`config.mk`:
```
export PLATFORM = sky130hd
export DESIGN_NAME = mult_unit
export DESIGN_NICKNAME = d
export VERILOG_FILES = /design/src/rtl/mips_mult_pkg.sv /design/src/rtl/mult_sign_fix.sv /design/src/rtl/mult_unit.sv
export SDC_FILE = /design/constraint.sdc
export NUM_CORES = 1
export LEC_CHECK = 0
export CAP_MARGIN = 20
export CORE_MARGIN = 4
export CORE_UTILIZATION = 35
export CTS_BUF_LIST = sky130_fd_sc_hd__clkbuf_8 sky130_fd_sc_hd__clkbuf_16
export DETAILED_ROUTE_END_ITERATION = 6
export GPL_ROUTABILITY_DRIVEN = 0
export PLACE_DENSITY = 0.63
export SLEW_MARGIN = 10
export SYNTH_ARGS = -nofsm -noshare
export SYNTH_HDL_FRONTEND = slang
export SYNTH_HIERARCHICAL = 1
export SYNTH_SLANG_ARGS = --single-unit
```
`constraint.sdc`:
```
create_clock -name clk -period 3.75 [get_ports clk]
set_clock_uncertainty 0.2 [all_clocks]
set_input_delay 0.375 -clock clk [delete_from_list [all_inputs] [get_ports clk]]
set_output_delay 0.375 -clock clk [all_outputs]
set_load 0.02 [all_outputs]
```
`src/rtl/mips_mult_pkg.sv`:
```
// Shared constants for the HI/LO multiplier: register-file commands, FSM states
// and the iteration count.
package mips_mult_pkg;

  localparam logic [1:0] MUL_NONE  = 2'd0;
  localparam logic [1:0] MUL_WRITE = 2'd1;
  localparam logic [1:0] MUL_ACC   = 2'd2;

  localparam int MULT_ITERS = 32;

  typedef enum logic [1:0] {
    IDLE,
    RUN,
    DONE
  } mult_state_t;

endpackage

```
`src/rtl/mult_sign_fix.sv`:
```
// Conditional two's-complement: passes value_in through, or negates it when
// negate is set. Used for operand magnitudes and the final product sign.
module mult_sign_fix #(
  parameter int W = 32
) (
  input  logic [W-1:0] value_in,
  input  logic         negate,
  output logic [W-1:0] value_out
);

  assign value_out = negate ? (~value_in + {{(W-1){1'b0}}, 1'b1}) : value_in;

endmodule

```
`src/rtl/mult_unit.sv`:
```
// Iterative radix-2 shift-add multiplier feeding the HI/LO register pair.
// Define MULT_SIGNED_EN to honour is_signed; otherwise all operands are unsigned.
module mult_unit
  import mips_mult_pkg::*;
#(
  parameter int WIDTH = 32
) (
  input  logic             clk,
  input  logic             rst,
  input  logic             start,
  input  logic [1:0]       op,
  input  logic             is_signed,
  input  logic [WIDTH-1:0] src_a,
  input  logic [WIDTH-1:0] src_b,
  output logic             busy,
  output logic             done,
  output logic [1:0]       mul,
  output logic [WIDTH-1:0] write_data_1,
  output logic [WIDTH-1:0] write_data_2
);

  localparam int CW = $clog2(MULT_ITERS);
  localparam logic [CW-1:0] LAST_CNT = CW'(MULT_ITERS - 1);

  mult_state_t        state_q, state_d;
  logic [CW-1:0]      cnt_q, cnt_d;
  logic [1:0]         op_q, op_d;
  logic               neg_q, neg_d;
  logic [WIDTH-1:0]   mcand_q, mcand_d;
  logic [WIDTH-1:0]   mplier_q, mplier_d;
  logic [2*WIDTH-1:0] prod_q, prod_d;
  logic               busy_q, busy_d;
  logic               done_q, done_d;
  logic [1:0]         mul_q, mul_d;
  logic [WIDTH-1:0]   wd1_q, wd1_d;
  logic [WIDTH-1:0]   wd2_q, wd2_d;

  logic [WIDTH-1:0]   a_mag, b_mag;
  logic               neg_in;
  logic [WIDTH:0]     upper_sum;
  logic [2*WIDTH-1:0] prod_next, prod_final;
  logic               start_ok;

`ifdef MULT_SIGNED_EN
  mult_sign_fix #(.W(WIDTH)) u_fix_a (
    .value_in (src_a),
    .negate   (is_signed & src_a[WIDTH-1]),
    .value_out(a_mag)
  );

  mult_sign_fix #(.W(WIDTH)) u_fix_b (
    .value_in (src_b),
    .negate   (is_signed & src_b[WIDTH-1]),
    .value_out(b_mag)
  );

  mult_sign_fix #(.W(2*WIDTH)) u_fix_prod (
    .value_in (prod_next),
    .negate   (neg_q),
    .value_out(prod_final)
  );

  assign neg_in = is_signed & (src_a[WIDTH-1] ^ src_b[WIDTH-1]);
`else
  logic unused_is_signed;
  assign unused_is_signed = is_signed;
  assign a_mag      = src_a;
  assign b_mag      = src_b;
  assign neg_in     = 1'b0;
  assign prod_final = prod_next;
`endif

  // Add into the upper half with a kept carry, then shift {carry, product} right.
  assign upper_sum = {1'b0, prod_q[2*WIDTH-1:WIDTH]} +
                     (mplier_q[0] ? {1'b0, mcand_q} : {(WIDTH+1){1'b0}});
  assign prod_next = {upper_sum, prod_q[WIDTH-1:1]};
  assign start_ok  = start && ((op == MUL_WRITE) || (op == MUL_ACC));

  always_comb begin
    state_d  = state_q;
    cnt_d    = cnt_q;
    op_d     = op_q;
    neg_d    = neg_q;
    mcand_d  = mcand_q;
    mplier_d = mplier_q;
    prod_d   = prod_q;
    busy_d   = busy_q;
    done_d   = 1'b0;
    mul_d    = MUL_NONE;
    wd1_d    = wd1_q;
    wd2_d    = wd2_q;
    case (state_q)
      IDLE, DONE: begin
        if (start_ok) begin
          state_d  = RUN;
          op_d     = op;
          neg_d    = neg_in;
          mcand_d  = a_mag;
          mplier_d = b_mag;
          prod_d   = '0;
          cnt_d    = '0;
          busy_d   = 1'b1;
        end else begin
          state_d = IDLE;
          busy_d  = 1'b0;
        end
      end
      RUN: begin
        prod_d   = prod_next;
        mplier_d = mplier_q >> 1;
        cnt_d    = cnt_q + 1'b1;
        if (cnt_q == LAST_CNT) begin
          state_d        = DONE;
          busy_d         = 1'b0;
          done_d         = 1'b1;
          mul_d          = op_q;
          {wd2_d, wd1_d} = prod_final;
        end
      end
      default: begin
        state_d = IDLE;
        busy_d  = 1'b0;
      end
    endcase
  end

  always_ff @(posedge clk) begin
    if (rst) begin
      state_q  <= IDLE;
      cnt_q    <= '0;
      op_q     <= MUL_NONE;
      neg_q    <= 1'b0;
      mcand_q  <= '0;
      mplier_q <= '0;
      prod_q   <= '0;
      busy_q   <= 1'b0;
      done_q   <= 1'b0;
      mul_q    <= MUL_NONE;
      wd1_q    <= '0;
      wd2_q    <= '0;
    end else begin
      state_q  <= state_d;
      cnt_q    <= cnt_d;
      op_q     <= op_d;
      neg_q    <= neg_d;
      mcand_q  <= mcand_d;
      mplier_q <= mplier_d;
      prod_q   <= prod_d;
      busy_q   <= busy_d;
      done_q   <= done_d;
      mul_q    <= mul_d;
      wd1_q    <= wd1_d;
      wd2_q    <= wd2_d;
    end
  end

  assign busy         = busy_q;
  assign done         = done_q;
  assign mul          = mul_q;
  assign write_data_1 = wd1_q;
  assign write_data_2 = wd2_q;

endmodule

```
Word-level counts from Yosys, hierarchy flattened
Cells that the tools add are included.

storage, ports and cells
  flip-flop bits (word level) = 205
  bits of input ports = 70
  logic and storage cells = 46

operators by class
  add/subtract/negate cells = 2
  equal/unequal tests = 7
  muxes and demuxes = 14
  bitwise gates (word level) = 2
  reduce and logical (&&, ||, !) cells = 10

operators with widths
  kind                   count
  $pmux W64 S2           1
  $mux W32               2
  $mux W64               1
  $pmux W32 S2           1
  $add A32 B32 Y33       1
  $pmux W5 S2            1
  $reduce_and A2 Y1      3
  $add A5 B1 Y5 const B  1
  $eq A5 B5 Y1 const B   1
  $mux W5                1
  $eq A2 B1 Y1 const B   2
  $eq A2 B2 Y1 const B   2
  $mux W1                4
  $ne A2 B2 Y1 const B   2
  $pmux W2 S2            1
  $reduce_or A2 Y1       2
  $reduce_or A3 Y1       1
  $logic_not A2 Y1       1
  $mux W2                1
  $not A1 Y1             2
  $pmux W1 S2            1
  $reduce_bool A2 Y1     1
  $logic_and A1 B1 Y1    1
  $logic_or A1 B1 Y1     1

Depth between registers and ports, before layout
  word-level depth = 5
  depth in mapped cells = 12

Worst setup path after synthesis
Ideal clock, no wire load.

  path type = register to register
  start point = reg mplier_q[0]
  end point = reg prod_q[61]
  setup time = 120 ps
  arrival time = 2732 ps
  required time = 3430 ps
  setup slack = 698 ps
  stages on the path, launching flop included = 12
  buffers on the path = 1
  cell sequence = dfxtp_1 > clkbuf_1 > nand2_1 > fa_1 > and2b_1 > o2111ai_1 > a21oi_2 > a21boi_2 > a2111oi_4 > o211ai_2 > and4_1 > a211o_1

on the way
  longest elaborated chain between the ends = 3

ends and longest elaborated chain
  element                 RTL line          source
  from (decl)             mult_unit.sv:30   logic [WIDTH-1:0] mplier_q, mplier_d;
  from (signal assigned)  mult_unit.sv:147  mplier_q <= mplier_d;
  $mux W32                mult_unit.sv:75   (mplier_q[0] ? {1'b0, mcand_q} : {(WIDTH+1){1'b0}});
  $add A32 B32 Y33        mult_unit.sv:74   assign upper_sum = {1'b0, prod_q[2*WIDTH-1:WIDTH]} +
  $pmux W64 S2            mult_unit.sv:92   case (state_q)
  to (signal assigned)    mult_unit.sv:148  prod_q <= prod_d;
  to (decl)               mult_unit.sv:31   logic [2*WIDTH-1:0] prod_q, prod_d;

Every way passes these cells.
A chain may end at the register's enable or synchronous reset.

Worst setup path in the final report
Ends and elaborated chain as after synthesis.

==> flow_summary.json <==
{
  "hpwl_microns": 16100,
  "slew_headroom": 0.404,
  "cts_sinks": 203,
  "cts_tree": "done",
  "clockRootBuffer": "clkbuf_16",
  "clock.fmax_mhz": 297,
  "hold_path_startpoint": "rst",
  "final_area_sq_um": 11800,
  "yosysSeqAreaShare": 0.435,
  "avgSynthCellArea_sq_um": 7.92,
  "routed_wl_microns": 24600,
  "ant_nets": 0,
  "cap_violations": 0,
  "final_cell_mix": "305 x nand2_1, 203 x dfxtp_1, 161 x a21oi_1",
  "crit_required_ns": 3.95,
  "die_w_microns": 171,
  "grt_pass1_wl_microns": 40300,
  "final_common_cell": "nand2_1",
  "die_h_microns": 171,
  "critPathKind": "flop to flop",
  "numCtsBuffers": 24,
  "initial_utilization": 0.358,
  "synth_area_sq_um": 9350,
  "drt_first_pass_iters": 5,
  "synth_area_leaders": "dfxtp_1 43%, nand2_1 12%, a21oi_1 8.6%, ha_1 4.6%, nand3_1 3.3%",
  "rsz0062_at_grt": "false",
  "power_leakage_nw": 4.43,
  "synth-seq-cells": 203,
  "clk_pin_slew_ns": 0.06,
  "globalRouteOverflowTotal": 0,
  "status": "finished clean",
  "endpoint_kind": "flop",
  "fp-row-count": 59,
  "core_area_sq_um": 26100,
  "cp-start-kind": "flop",
  "drc": 0,
  "path_max_fanout": 5,
  "synth_cell_types": 68,
  "setup.worst_path.start": "mplier_q[0]",
  "grt_max_degree": 115,
  "cts_resized": 0,
  "async_reset_ff_frac": 0,
  "cts_hold_buf": 0,
  "place_area_sq_um": 10900,
  "dieArea_sq_um": 29400,
  "clk_latency_ns": 0.52,
  "fin_crit_sh": 0.897,
  "holdWs_ns": 0.129,
  "nets": 1373,
  "h-tree-depth": 1,
  "synth.largest_area_cell": "dfxtp_1",
  "hold_viol_final": 0,
  "fin_total_pwr_mw": 5.18,
  "drive_gt1_frac": 0.0630,
  "ir_drop_uv": 198,
  "postCtsSetupRepairBufs": 0,
  "rr_startpoint": "mplier_q[0]",
  "antenna_found_initial": 2,
  "finalSetupViolations": 0,
  "slew_viol_final": 0,
  "synthDominantCellAreaShare": 0.435,
  "area_delta_synth_final_pct": 26.4,
  "track_usage": 0.163,
  "viasPerCell": 5.16,
  "fin_tns_setup_ns": 0,
  "cts.path.max_buffers": 3,
  "antennaDiodeCount": 0,
  "grt_pass1_vias": 8096,
  "synth_nets": 1285,
  "drt_iter0_markers": 505,
  "numPortBuffers": 136,
  "layout_min_cycle_time_ns": 3.36,
  "tightest_slew_ns": 0.891,
  "synth-edff-count": 0,
  "arrival_ns": 3.57,
  "wl_per_cell_microns": 15.1,
  "vias": 8372,
  "p_per_area_nw_per_um2": 439,
  "ioPinCount": 138,
  "synth_flop_cell": "dfxtp_1",
  "ys_warn_count": 6,
  "synth_cells": 1180,
  "holdCritPathClass": "input port to flop"
}
## cell families (layout without fill, tap and decap cells)
group / count (synthesis) / after routing / synth area share
fa+ha+maj: 35 / 35 / 0.0477
compound gates: 302 / 302 / 0.213
simple gates: 512 / 512 / 0.236
mux: 4 / 4 / 0.00442
flops: 203 / 203 / 0.435
xor+xnor: 24 / 24 / 0.0225
buf+inv: 100 / 206 / 0.0419
## routing by layer
layer | global-route usage | wire length, microns
met2 | 0.281 | 11700
met4 | 0.0344 | 282
met1 | 0.215 | 11300
met5 | 0 | 27
met3 | 0.0294 | 1240
## synthesized netlist by cell type, types with 10 or more instances
master	number
a311oi_1	33
xnor2_1	14
ha_1	34
dfxtp_1	203
nand3_1	61
nor2_1	66
and2_1	37
o21ai_0	18
xor2_1	10
clkbuf_1	65
a22o_1	12
inv_1	11
a21o_1	19
nand2_1	306
buf_1	14
a21oi_1	161
## per-stage QoR
| stage | instances | util | setup slack [ns] |
|---|---|---|---|
| after CTS | 1621 | 0.452 | 0.402 |
| after detailed placement | 1577 | 0.418 | 0.432 |
| after global placement | 1577 | 0.418 | 0.461 |
| after floorplan | 1180 | - | 0.698 |
| after global routing | 1621 | 0.452 | 0.130 |
| final | 1621 | 0.452 | 0.387 |
## final cells by class
cell class	instances	area (sq um)
tap	335	419
fill	2625	14300
clock buffer	32	711
sequential	203	4060
multi-input combinational	877	4910
clock inverter	12	179
inverter	13	48.8
timing repair buffer	149	1490
## flip-flops by register name, summed over array words and instances, names as in the netlist
register	cells
cnt_q	5
write_data_1	32
mcand_q	32
done	1
state_q	2
prod_q	63
op_q	2
write_data_2	32
mplier_q	32
mul	2
## critical path: stages (launching register included)
cell and delay, ns:
dfxtp_1 0.37, and2_1 0.15, ha_1 0.18, inv_1 0.06
fa_1 0.39, and2b_1 0.23, o2111ai_1 0.16, a21oi_2 0.26
a21boi_2 0.17, a2111oi_4 0.46, o211ai_2 0.17, and4_1 0.23
a211o_1 0.21
## where the power goes
group	switching [mW]	internal, mW
clock	0.936	1.61
sequential	0.0335	2.22
combinational	0.237	0.149
## worst paths after layout
path / endpoint / depth (start not counted) / slack [ns]
max: prod_q[61] / 12 / 0.39
min: op_q[1] / 2 / 0.13
min reg2reg: mcand_q[16] / 2 / 0.25
max reg2reg: prod_q[61] / 12 / 0.39
Power figures use the tool's default switching activity.
==> RTL change 1: new RTL, same flow settings <==
Remove the register `mul_q`: a continuous assignment takes its place, so the output `mul` follows one clock earlier.
--- a/src/rtl/mult_unit.sv
+++ b/src/rtl/mult_unit.sv
@@ -137,3 +137,2 @@
       done_q   <= 1'b0;
-      mul_q    <= MUL_NONE;
       wd1_q    <= '0;
@@ -150,3 +149,2 @@
       done_q   <= done_d;
-      mul_q    <= mul_d;
       wd1_q    <= wd1_d;
@@ -155,2 +153,4 @@
   end
+
+  assign mul_q = mul_d;
 
Function: no difference found for any inputs over 10 cycles, from zero or initial values and one cycle with rst high; that may be too few to reach the edited logic, so the function may still have changed.
==> RTL change 1 against the original RTL <==
Global-route usage down 0.27 points; count of clock-buffer cells in the layout decreased by 5; core utilization shrank 0.52 points; worst hold slack improved by 0.076 ns; design area fell by 1.1%; clock power fell by 6%; sequential cell count fell by 2; routed wire length shrank 2.2%; setup slack got worse by 0.055 ns; synthesized area down 0.44%; power is 3.7% lower; critical path type unchanged; critical endpoint is now write_data_2[29]; largest power group unchanged.
==> RTL change 1: results (changes against the original RTL) <==
| Metric | Value |
|---|---|
| Outcome | complete, no violations (unchanged) |
| Layout cells sized above 1 | 5.63% (was 6.30%) |
| Synth top area cells | dfxtp_1 (43%), nand2_1 (12%), a21oi_1 (8.7%) (was dfxtp_1 (43%), nand2_1 (12%), a21oi_1 (8.6%)) |
| Slew HR | 38.7% (was 40.4%) |
| Routed wire per std cell | 14.9 um (was 15.1 um) |
| Port bufs | 136 (unchanged) |
| Worst path slowest cell | fa_1 (was a2111oi_4) |
| Worst hold path startpoint | src_a[30] (was rst) |
| Sequential share of the synthesized area | 43.2% (was 43.5%) |
| CP arrival | 3.68 ns (was 3.57 ns) |
| Cell taking the most area after synthesis | dfxtp_1 (unchanged) |
| Placement Setup Slack | 0.345 ns (was 0.432 ns) |
| Number of CTS-inserted buffers | 23 (was 24) |
| Postcts setup bufs | 0 (unchanged) |
| Post-synthesis mux area share | 0.229% (was 0.442%) |
| Worst reg2reg path endpoint | write_data_2[29] (was prod_q[61]) |
| Reg2Reg Setup Slack | 0.33 ns (was 0.39 ns) |
| Total GRT Usage | 16.1% (was 16.3%) |
| Hold Path Sink | mcand_q[30] (was op_q[1]) |
| Global-route wire length before repair | 39.9 mm (was 40.3 mm) |
| Later-pin clock latency in the skew report | 0.52 ns (about the same) |
| Initial antenna violation count | 0 (was 2) |
| Crit Path Class | reg2reg (unchanged) |
| Synth cell count leaders | nand2_1 (306), dfxtp_1 (201), a21oi_1 (161), nor2_1 (67), clkbuf_1 (59) (was nand2_1 (306), dfxtp_1 (203), a21oi_1 (161), nor2_1 (66), clkbuf_1 (65)) |
| XOR/XNOR share of the synthesized area | 2.26% (was 2.25%) |
| Vias post-DR | 8263 (was 8372) |
| Compound-cell area share of the yosys netlist | 21.5% (was 21.3%) |
| Maximum VDD drop | 0.235 mV (was 0.198 mV) |
| Detailed Place HPWL | 15.9 mm (was 16.1 mm) |
| Adder-Cell Fraction of Synth Area | 4.79% (was 4.77%) |
| FMAX | 293 MHz (was 297 MHz) |
| DRT iter0 DRCs | 506 (was 505) |
| Hold_ws | 0.205 ns (was 0.129 ns) |
| Hold path depth | 3 (was 2) |
| Crit-path max FO | 32 (was 5) |
| Leak Pwr | 4.40 nW (was 4.43 nW) |
| Layout net count | 1369 (was 1373) |
| Reg2Reg Depth | 11 (was 12) |
| Vias in the first global route | 8082 (was 8096) |
| Post-Syn Nets | 1284 (was 1285) |
## RTL change 1: area by class of cell
cell class                      count  area, um2
Clock inverter                     14        180
Tap cell                          335        419
Timing Repair Buffer              148       1480
Sequential cell                   201       4020
Inverter                           13       48.8
Clock buffer                       27        631
Multi-Input combinational cell    877       4900
Fill cell                        2628      14500
## RTL change 1: metal layers
layer / GRT usage (%) / up-vias / part of all wire (%)
met5: 0 / - / 0
met4: 4.13 / 0 / 1.7
met1: 21.7 / 3822 / 47
met2: 26.9 / 176 / 46
met3: 2.52 / 27 / 4.9
li1: - / 4238 / -
## RTL change 1: kinds of logic after synthesis
family          count (synthesis)
mux                             2
simple gates                  512
fa+ha+maj                      35
xor+xnor                       24
compound gates                304
buf+inv                       101
flops                         201
## RTL change 1: stage by stage
step / area (um2) / instances / util [%]
final: 11700 / 1615 / 44.7
after global routing: 11700 / 1615 / 44.7
after CTS: 11700 / 1615 / 44.7
after detailed placement: 10900 / 1574 / 41.6
after global placement: 10900 / 1574 / 41.6
after floorplan: 9310 / 1179 / -
## RTL change 1: worst max-delay path by stage
stage,cells after the start,end
global placement,11,write_data_2[23]
detailed placement,11,write_data_2[29]
CTS,11,write_data_2[29]
finish,11,write_data_2[29]
global route,11,write_data_2[25]
floorplan,11,write_data_2[29]
## RTL change 1: worst min-delay path, cell delays in order
cell	delay (ns)
clkdlybuf4s50_1	0.40
nand2_1	0.06
a21oi_1	0.05
## RTL change 1: power breakdown
part	total (mW)	internal (mW)	switching [mW]
logic	0.384	0.147	0.236
registers	2.23	2.20	0.0319
clock network	2.38	1.48	0.903
total	4.99	3.82	1.17
==> RTL change 2: new RTL, same settings <==
Without the edit above. Build with the macro `MULT_SIGNED_EN` defined.
--- a/src/rtl/mult_unit.sv
+++ b/src/rtl/mult_unit.sv
@@ -2,2 +2,4 @@
 // Define MULT_SIGNED_EN to honour is_signed; otherwise all operands are unsigned.
+`define MULT_SIGNED_EN
+
 module mult_unit
Check against the original RTL: same outputs for any inputs over 10 cycles, from zero or initial values and one cycle with rst high; that may be too few to reach the edited logic, so the function may still have changed.
==> RTL change 2 against the original RTL <==
The flow now finishes with violations (negative setup slack); power grew 8.0%; synthesized area up 33%; design area increased by 41%; global-route usage increased by 1.1 points; routed wire length increased by 46%; setup slack lost 1.1 ns; synthesized cell count rose by 35%; final cell count up 42%; worst hold slack gained 0.12 ns; non-clock buffer count rose by 162; sequential cell count increased by 1; count of clock-buffer cells in the layout fell by 3; critical path type unchanged.
==> RTL change 2: results (changes against the original RTL) <==
| Metric | Value |
|---|---|
| Clock buf/inv share | 5.18% (was 7.53%) |
| Placement Setup Slack | -0.941 ns (was 0.432 ns) |
| Non-clk bufs | 311 (was 149) |
| GR Util met3 | 2.70% (was 2.94%) |
| Inst Count DP | 2239 (was 1577) |
| Pwr per Cell Area | 337 nW/um2 (was 439 nW/um2) |
| Layout cells sized above 1 | 18.5% (was 6.30%) |
| Total GRT Usage | 17.5% (was 16.3%) |
| Initial antenna violation count | 0 (was 2) |
| Synth top area cells | dfxtp_1 (33%), nand2_1 (11%), xnor2_1 (9.8%) (was dfxtp_1 (43%), nand2_1 (12%), a21oi_1 (8.6%)) |
| Port bufs | 137 (was 136) |
| DP Area | 15300 um2 (was 10900 um2) |
| Setup TNS | -10.36 ns (was 0 ns) |
| Seq area share | 24.6% (was 34.4%) |
| Vias per inst | 5.21 (was 5.16) |
| Cell Area, Synth | 12500 um2 (was 9350 um2) |
| Clkbuf count | 29 (was 32) |
| Routed wire length | 35.8 mm (was 24.6 mm) |
| Multi-input gate area | 8330 um2 (was 4910 um2) |
| Violated checks | negative setup slack |
| Sequential share of the synthesized area | 32.7% (was 43.5%) |
| Outcome | complete, but fails checks (was complete, no violations) |
| Detailed Place HPWL | 26.4 mm (was 16.1 mm) |
| Met2 GRT Util | 27.9% (was 28.1%) |
| Min-Delay Path Class | reg2reg (was in2reg) |
| Non-clk invs | 18 (was 13) |
| Crit-path max FO | 4 (was 5) |
| Finished Cell Area | 16600 um2 (was 11800 um2) |
| Worst hold path startpoint | mcand_q[28] (was rst) |
| Synth cell count leaders | nand2_1 (369), dfxtp_1 (204), a21oi_1 (174), xnor2_1 (139), clkbuf_1 (80) (was nand2_1 (306), dfxtp_1 (203), a21oi_1 (161), nor2_1 (66), clkbuf_1 (65)) |
| Met1 usage | 24.8% (was 21.5%) |
| Setup ws final | -0.757 ns (was 0.387 ns) |
| Multi-In Gates | 1268 (was 877) |
| Final Setup Violations | 22 (was 0) |
| DRT iter0 DRCs | 847 (was 505) |
| Leak Pwr | 6.34 nW (was 4.43 nW) |
| Global-route wire length before repair | 58.0 mm (was 40.3 mm) |
| Comb. pwr | 0.814 mW (was 0.386 mW) |
| P_int | 4.16 mW (was 3.98 mW) |
## RTL change 2: changes by cell type after synthesis, moves of 9 or more
cell	delta
xnor2_1	+125
nand2_1	+63
o31ai_1	+41
o21ai_0	+36
o41ai_1	+18
clkbuf_1	+15
a21oi_1	+13
o41ai_2	+12
nand2b_1	+11
nor3_1	+9
nor4_4	+9
or3_1	+9
## RTL change 2: per-layer routing
layer / vias to the layer above / routed length (um)
li1: 6103 / -
met2: 286 / 15700
met4: 0 / 654
met3: 50 / 1840
met1: 5546 / 17600
met5: - / 0
## RTL change 2: what timing repair did
item / in CTS / in global routing
endpoints found under the setup margin: 24 / 27
resized for setup: 34 / 25
setup buffers: 9 / 7
hold endpoints to repair: 10 / 0
pin swaps: 10 / 30
hold buffers: 1 / 0
## RTL change 2: worst paths after layout
check                           to  slack (ns)  cells after the start
hold / removal         mcand_q[28]        0.25                      2
setup / recovery  write_data_2[31]       -0.76                     18
hold reg to reg        mcand_q[28]        0.25                      2
setup reg to reg  write_data_2[31]       -0.76                     18
## RTL change 2: cells by family after synthesis
kind of cell / count (synthesis) / share of synthesized area (%)
muxes: 2 / 0.170
adders and majority gates: 38 / 3.87
xor gates and xnor gates: 149 / 10.5
DFF: 204 / 32.7
AOI/OAI and AO/OA: 410 / 22.4
buffers and inverters: 118 / 3.80
and+or+nand+nor: 669 / 26.6
## RTL change 2: critical path, cell delays in order (launching register included)
cell       delay (ns)
dfxtp_2          0.36
and2_4           0.15
ha_4             0.12
inv_2            0.03
fa_2             0.33
and2b_2          0.26
o2111ai_4        0.14
a2111oi_4        0.42
o311ai_4         0.16
a21oi_2          0.21
o21a_1           0.18
nor2_2           0.05
or4_4            0.42
or3_4            0.34
or4_4            0.43
o31ai_4          0.25
xnor2_1          0.14
nand2_1          0.07
a21oi_1          0.16
